--- src/rtl/dmem_arb_pkg.sv ---
// Shared types and constants for the data-memory arbiter: lock FSM states,
// port identifiers and the registered request carried through stage 1.
package dmem_arb_pkg;

  localparam int DMEM_DATA_W  = 32;
  localparam int DMEM_FUNC3_W = 3;

  localparam logic PORT_CORE = 1'b0;
  localparam logic PORT_DBG  = 1'b1;

  typedef enum logic {
    ARB_RR     = 1'b0,
    ARB_LOCKED = 1'b1
  } arb_state_t;

  typedef struct packed {
    logic                    we;
    logic [DMEM_FUNC3_W-1:0] func3;
    logic [DMEM_DATA_W-1:0]  addr;
    logic [DMEM_DATA_W-1:0]  wdata;
    logic                    owner;
  } mem_req_t;

endpackage

--- src/rtl/arb_rr2.sv ---
// Two-way round-robin grant: the port not served last wins a tie, and
// while locked only the debug port (port 1) can be granted.
module arb_rr2
  import dmem_arb_pkg::*;
(
  input  logic valid0,
  input  logic valid1,
  input  logic last_grant,
  input  logic locked,
  output logic grant0,
  output logic grant1
);

  assign grant0 = !locked && valid0 && (!valid1 || last_grant == PORT_DBG);
  assign grant1 = valid1 && (locked || !valid0 || last_grant == PORT_CORE);

endmodule

--- src/rtl/dmem_arbiter.sv ---
// Shares data_memory between the core (port 0) and the debug loader (port 1)
// through a request stage that drives memory and a registered response stage.
module dmem_arbiter
  import dmem_arb_pkg::*;
#(
  parameter int DATA_WIDTH  = DMEM_DATA_W,
  parameter int FUNC3_WIDTH = DMEM_FUNC3_W
) (
  input  logic                   clk,
  input  logic                   rst_n,

  input  logic                   req0_valid,
  output logic                   req0_ready,
  input  logic                   req0_we,
  input  logic [FUNC3_WIDTH-1:0] req0_func3,
  input  logic [DATA_WIDTH-1:0]  req0_addr,
  input  logic [DATA_WIDTH-1:0]  req0_wdata,
  output logic                   req0_rvalid,
  output logic [DATA_WIDTH-1:0]  req0_rdata,

  input  logic                   req1_valid,
  output logic                   req1_ready,
  input  logic                   req1_we,
  input  logic [FUNC3_WIDTH-1:0] req1_func3,
  input  logic [DATA_WIDTH-1:0]  req1_addr,
  input  logic [DATA_WIDTH-1:0]  req1_wdata,
  output logic                   req1_rvalid,
  output logic [DATA_WIDTH-1:0]  req1_rdata,

  input  logic                   dbg_lock,
  output logic                   lock_active,

  output logic                   mem_write_en,
  output logic [FUNC3_WIDTH-1:0] mem_func3,
  output logic [DATA_WIDTH-1:0]  mem_addr,
  output logic [DATA_WIDTH-1:0]  mem_write_data,
  input  logic [DATA_WIDTH-1:0]  mem_read_data
);

  arb_state_t state, state_next;
  logic       last_grant;
  logic       grant0, grant1;
  mem_req_t   accept_req;
  mem_req_t   s1_req;
  logic       s1_valid;
  logic       s1_read;

  arb_rr2 u_arb (
    .valid0     (req0_valid),
    .valid1     (req1_valid),
    .last_grant (last_grant),
    .locked     (state == ARB_LOCKED),
    .grant0     (grant0),
    .grant1     (grant1)
  );

  assign req0_ready  = grant0;
  assign req1_ready  = grant1;
  assign lock_active = (state == ARB_LOCKED);

  // NOTE: every signal written here gets a default first so no path leaves
  // a value unassigned; otherwise synthesis infers a latch.
  always_comb begin
    state_next = state;
    accept_req = '0;

    case (state)
      ARB_RR:     if (dbg_lock)  state_next = ARB_LOCKED;
      ARB_LOCKED: if (!dbg_lock) state_next = ARB_RR;
      default:                   state_next = ARB_RR;
    endcase

    if (grant1) begin
      accept_req.we    = req1_we;
      accept_req.func3 = req1_func3;
      accept_req.addr  = req1_addr;
      accept_req.wdata = req1_wdata;
      accept_req.owner = PORT_DBG;
    end else begin
      accept_req.we    = req0_we;
      accept_req.func3 = req0_func3;
      accept_req.addr  = req0_addr;
      accept_req.wdata = req0_wdata;
      accept_req.owner = PORT_CORE;
    end
  end

  // NOTE: state is updated with non-blocking assignments so every flop
  // samples the pre-edge values of the others, matching real hardware.
  always_ff @(posedge clk or negedge rst_n) begin
    if (!rst_n) begin
      state      <= ARB_RR;
      last_grant <= PORT_DBG;
    end else begin
      state <= state_next;
      if (grant0)      last_grant <= PORT_CORE;
      else if (grant1) last_grant <= PORT_DBG;
    end
  end

  // NOTE: the request register is datapath, but it is reset anyway because it
  // drives the memory address/data pins, which must read zero out of reset.
  always_ff @(posedge clk or negedge rst_n) begin
    if (!rst_n) begin
      s1_valid <= 1'b0;
      s1_req   <= '0;
    end else begin
      s1_valid <= grant0 || grant1;
      if (grant0 || grant1) s1_req <= accept_req;
    end
  end

  // Write strobe lives only while the accepted write sits in stage 1.
  assign mem_write_en   = s1_valid && s1_req.we;
  assign mem_func3      = s1_req.func3;
  assign mem_addr       = s1_req.addr;
  assign mem_write_data = s1_req.wdata;
  assign s1_read        = s1_valid && !s1_req.we;

  always_ff @(posedge clk or negedge rst_n) begin
    if (!rst_n) begin
      req0_rvalid <= 1'b0;
      req1_rvalid <= 1'b0;
      req0_rdata  <= '0;
      req1_rdata  <= '0;
    end else begin
      req0_rvalid <= s1_read && (s1_req.owner == PORT_CORE);
      req1_rvalid <= s1_read && (s1_req.owner == PORT_DBG);
      if (s1_read && s1_req.owner == PORT_CORE) req0_rdata <= mem_read_data;
      if (s1_read && s1_req.owner == PORT_DBG)  req1_rdata <= mem_read_data;
    end
  end

endmodule
--- config.mk ---
export PLATFORM = sky130hd
export DESIGN_NAME = dmem_arbiter
export DESIGN_NICKNAME = d
export VERILOG_FILES = /design/src/rtl/dmem_arb_pkg.sv /design/src/rtl/arb_rr2.sv /design/src/rtl/dmem_arbiter.sv
export SDC_FILE = /design/constraint.sdc
export NUM_CORES = 1
export LEC_CHECK = 0
export BUFFER_PORTS_ARGS = -buffer_cell sky130_fd_sc_hd__buf_2
export CAP_MARGIN = 20
export CORE_UTILIZATION = 48
export CTS_BUF_LIST = sky130_fd_sc_hd__clkbuf_16
export DETAILED_ROUTE_END_ITERATION = 8
export GPL_TIMING_DRIVEN = 0
export PLACE_DENSITY = 0.91
export SYNTH_ARGS = -nofsm -noshare
export SYNTH_HDL_FRONTEND = slang
export SYNTH_SLANG_ARGS = --single-unit
export TNS_END_PERCENT = 10
--- constraint.sdc ---
create_clock -name clk -period 1.8 [get_ports clk]
set_input_delay 0.18 -clock clk [delete_from_list [all_inputs] [get_ports clk]]
set_output_delay 0.18 -clock clk [all_outputs]
set_load 0.05 [all_outputs]
==> tab_implementation.tex <==
\begin{tabular}{lr}
\hline
Metric & Value \\
\hline
\multicolumn{2}{l}{\textbf{Placed design}} \\
\quad Routability congestion estimate from global placement & 0.8158 \\
\quad Placed Cells & 1,164 \\
\quad Number of port buffers & 309 \\
\quad Area after DPL & 9061 um2 \\
\quad Final HPWL DP & 15.72 mm \\
\quad Post-placement setup slack & -200.2 ps \\
\multicolumn{2}{l}{\textbf{Synth}} \\
\quad Largest family of logic cells by synthesized area & compound AO/OA/AOI/OAI gates \\
\quad Compound-cell area share of the yosys netlist & 15.99\% \\
\quad Register bit total from synthesis & 138 \\
\quad Cell variety after synth & 25 \\
\quad Library cell with the highest instance count after synthesis & dfrtp\_1 \\
\quad Proportion of register bits with asynchronous set or reset after synthesis & 100.0\% \\
\quad Adder and majority cell fraction of the synthesized area & 0\% \\
\quad Share of synthesized cell area in and, or, nand and nor gates & 12.45\% \\
\quad Ys flop type & dfrtp\_1 \\
\quad Sequential fraction of the synthesis area & 47.67\% \\
\quad Net count after synthesis & 843 \\
\quad Yosys Warn Count & 0 \\
\quad Total standard cell area after synthesis & 7247 um2 \\
\quad EDFF count, synth & 0 \\
\quad Leading post-synthesis cells by cell area & dfrtp\_1, a211oi\_1, mux2\_2, and3b\_1, buf\_4 \\
\quad Post-synth top area share & 47.31\% \\
\quad Mean Syn Cell Area & 10.82 um2 \\
\quad Xor/xnor share of the synthesized area & 0\% \\
\quad Top cell types by occurrence after synthesis & dfrtp\_1, a211oi\_1, inv\_1 \\
\quad Largest area contributor in the netlist & dfrtp\_1 \\
\quad Mux contribution to synthesized area & 10.22\% \\
\quad Cells after synthesis & 670 \\
\multicolumn{2}{l}{\textbf{CTS}} \\
\quad Clock tree root buffer cell & clkbuf\_16 \\
\quad Clock transition time at the flip-flop clock pins of the worst setup and hold paths & 70 ps \\
\quad Depth of the CTS H-tree & 4 \\
\quad CTS tree & built \\
\quad Number of buffers on the longest clock path & 2 \\
\quad Total number of clock tree sinks & 138 \\
\quad CTS buffer count & 17 \\
\quad Worst-skew pair later-pin latency & 430 ps \\
\multicolumn{2}{l}{\textbf{Global route}} \\
\quad Sum of overflow across all layers after global routing & 0 \\
\quad Number of global-route vias before repair & 7,119 \\
\quad Global Route met2 Usage & 53.77\% \\
\quad Largest net degree at the start of global routing & 85 \\
\quad Initial antenna violation count & 1 \\
\quad Total global routing track utilization & 30.41\% \\
\quad GR Util met1 & 34.20\% \\
\quad Global-route wire length before repair & 36.89 mm \\
\quad Met3 Track Usage GR & 8.247\% \\
\quad Top Usage Layer GRT & met2 \\
\multicolumn{2}{l}{\textbf{Layout}} \\
\quad Final cell count without fillers & 1,262 \\
\quad Final net count & 1,237 \\
\quad Area growth from synthesis to layout & 42.99\% \\
\quad Cell area after layout & 10,360 um2 \\
\quad Multi-input combinational cell area & 2841 um2 \\
\quad Fill count & 1,023 \\
\quad Area occupied by registers & 3456 um2 \\
\quad Fraction of final layout cells sized beyond drive strength 1 & 49.77\% \\
\multicolumn{2}{l}{\textbf{STA}} \\
\quad Shortest clock period the worst path allows after layout & 1779 ps \\
\quad Share of the clock period used by the worst path & 98.81\% \\
\quad RSZ-0062 raised after global routing & yes \\
\quad Count of endpoints failing hold in the final timing report & 0 \\
\quad Final WS setup & 21.36 ps \\
\quad Setup violation total in the final timing report & 0 \\
\quad Highest clock rate & 0.5622 GHz \\
\quad Final total negative setup slack & 0 ps \\
\quad Slew at the pin closest to its max-slew limit & 626.7 ps \\
\quad Worst max-slew margin expressed relative to the limit & 58.22\% \\
\quad Worst clock skew & 14.50 ps \\
\quad Slew Viols, Final & 0 \\
\multicolumn{2}{l}{\textbf{Critical path}} \\
\quad Cells along the critical path & nand2b\_4, buf\_6, buf\_6, a21oi\_4, buf\_6 \\
\quad Crit path arrival time & 1600 ps \\
\quad Critical path's largest stage delay & 450 ps \\
\quad Crit path max-delay cell type & dfrtp\_2 \\
\quad Type of the worst setup path & register to output pin \\
\quad Start of the worst register-to-register path & lock\_active \\
\quad Maximum fanout along the worst path & 10 \\
\quad Worst setup path startpoint & lock\_active \\
\quad WP data required & 1620 ps \\
\quad Cell mode on critical path & buf\_6 \\
\quad Worst Setup Start Kind & register \\
\quad Critical Path End Type & output pin \\
\multicolumn{2}{l}{\textbf{Power and ir drop}} \\
\quad Leak & 5.351 nW \\
\quad Pwr Density & 1214 nW/um2 \\
\quad Worst vdd rail ir drop & 674.0 uV \\
\multicolumn{2}{l}{\textbf{Drt}} \\
\quad Avg WL per Cell & 18.64 um \\
\quad Number of remaining DRC errors & 46 \\
\quad Number of iterations in the first detailed-routing pass & 9 \\
\quad Vias per cell & 5.420 \\
\quad Detail Route Antenna Nets & 0 \\
\quad Final wirelength & 23.52 mm \\
\quad DRT iter0 DRCs & 427 \\
\quad Count of vias placed by the detailed router & 6,840 \\
\multicolumn{2}{l}{\textbf{Run status}} \\
\quad Failing checks & design-rule violations \\
\quad Outcome & finished, violations left \\
\multicolumn{2}{l}{\textbf{Floorplan}} \\
\quad I/O pins & 310 \\
\quad Effective utilization at floorplan & 49.49\% \\
\quad Chip Height & 124.9 um \\
\quad Cell row count & 44 \\
\quad Core area & 14,640 um2 \\
\quad Die extent in x & 124.9 um \\
\quad Total die area & 15,590 um2 \\
\multicolumn{2}{l}{\textbf{Run}} \\
\quad Number of violations of the max-capacitance limit & 0 \\
\multicolumn{2}{l}{\textbf{Hold path}} \\
\quad Worst min-delay path startpoint & req1\_addr[16] \\
\quad Class of the tightest hold or removal check & input pin to register \\
\hline
\end{tabular}
path summary, 6_finish.rpt:
path                                     endpoint  slack, ps  cells past startpoint
worst max register to register  mem_write_data[8]         50                      6
worst max-delay path                   req0_ready         20                      5
worst min-delay path                 mem_addr[16]          7                      3
max in group asynchronous            mem_func3[2]        710                      3
min in group asynchronous             mem_addr[9]        280                      2
worst min register to register     req0_rdata[16]        500                      1
cell type report:
cell class / instances / area share (%)
flip-flops and latches: 138 / 33.35
multi-input cells: 346 / 27.42
repair buffers: 378 / 21.83
plain buffers: 115 / 7.317
clock buffers: 17 / 4.105
inverters: 68 / 2.463
well taps: 184 / 2.222
clock inverters: 15 / 1.268
diodes: 1 / 0.02415
cells in the final DEF, fill, tap and decap left out, drive strengths merged, types with 3 or more instances in the layout:
master	n
clkinvlp	3
buf	400
mux2	64
and3b	66
inv	76
clkinv	4
dfrtp	137
a211oi	132
clkbuf	48
dlygate4sd3	62
nor2	66
critical path, delay by kind of cell, from the launching register on:
family	cells	cell delay, ps
flops	1	450
compound gates	1	120
buf+inv	3	440
simple gates	1	150
cell families after synthesis:
kind of cell | Yosys count
muxes | 66
DFF | 138
AOI/OAI and AO/OA | 139
buffers and inverters | 186
and+or+nand+nor | 141
state kept, by name (all words and copies together) (netlist names):
signal,flops
req0_rdata,32
mem_addr,32
s1_req,2
req1_rvalid,1
lock_active,1
mem_func3,3
req1_rdata,32
last_grant,1
req0_rvalid,1
s1_valid,1
mem_write_data,32
metal layers:
layer	vias to the layer above	part of all wire, %
met3	67	7.7
met5	-	0
met4	0	3.5
met1	3339	38
li1	3071	-
met2	363	51
power by group:
part / internal [mW] / switching, mW / total (mW) / leakage [nW]
combinational: 1.58 / 3.53 / 5.11 / 3.48
clock: 1.81 / 1.49 / 3.31 / 0.267
sequential: 3.77 / 0.397 / 4.17 / 1.60
metrics by stage:
step,hold slack [ps],util [%],power [mW]
final,7.337,70.76,12.58
after global routing,1.030,70.76,13.04
after CTS,0.2951,70.46,12.58
after detailed placement,185.1,61.88,9.099
after global placement,289.3,61.65,8.959
after floorplan,-115.6,-,7.790
timing repair:
| action | CTS | global route |
|---|---|---|
| pin swaps | 0 | 1 |
| setup buffers | 6 | 0 |
| gates resized for setup | 18 | 12 |
| hold buffers | 61 | 1 |
| setup endpoints to repair | 69 | 33 |
| endpoints found under the hold margin | 119 | 1 |
No activity file was read; power rests on OpenSTA's default activity.
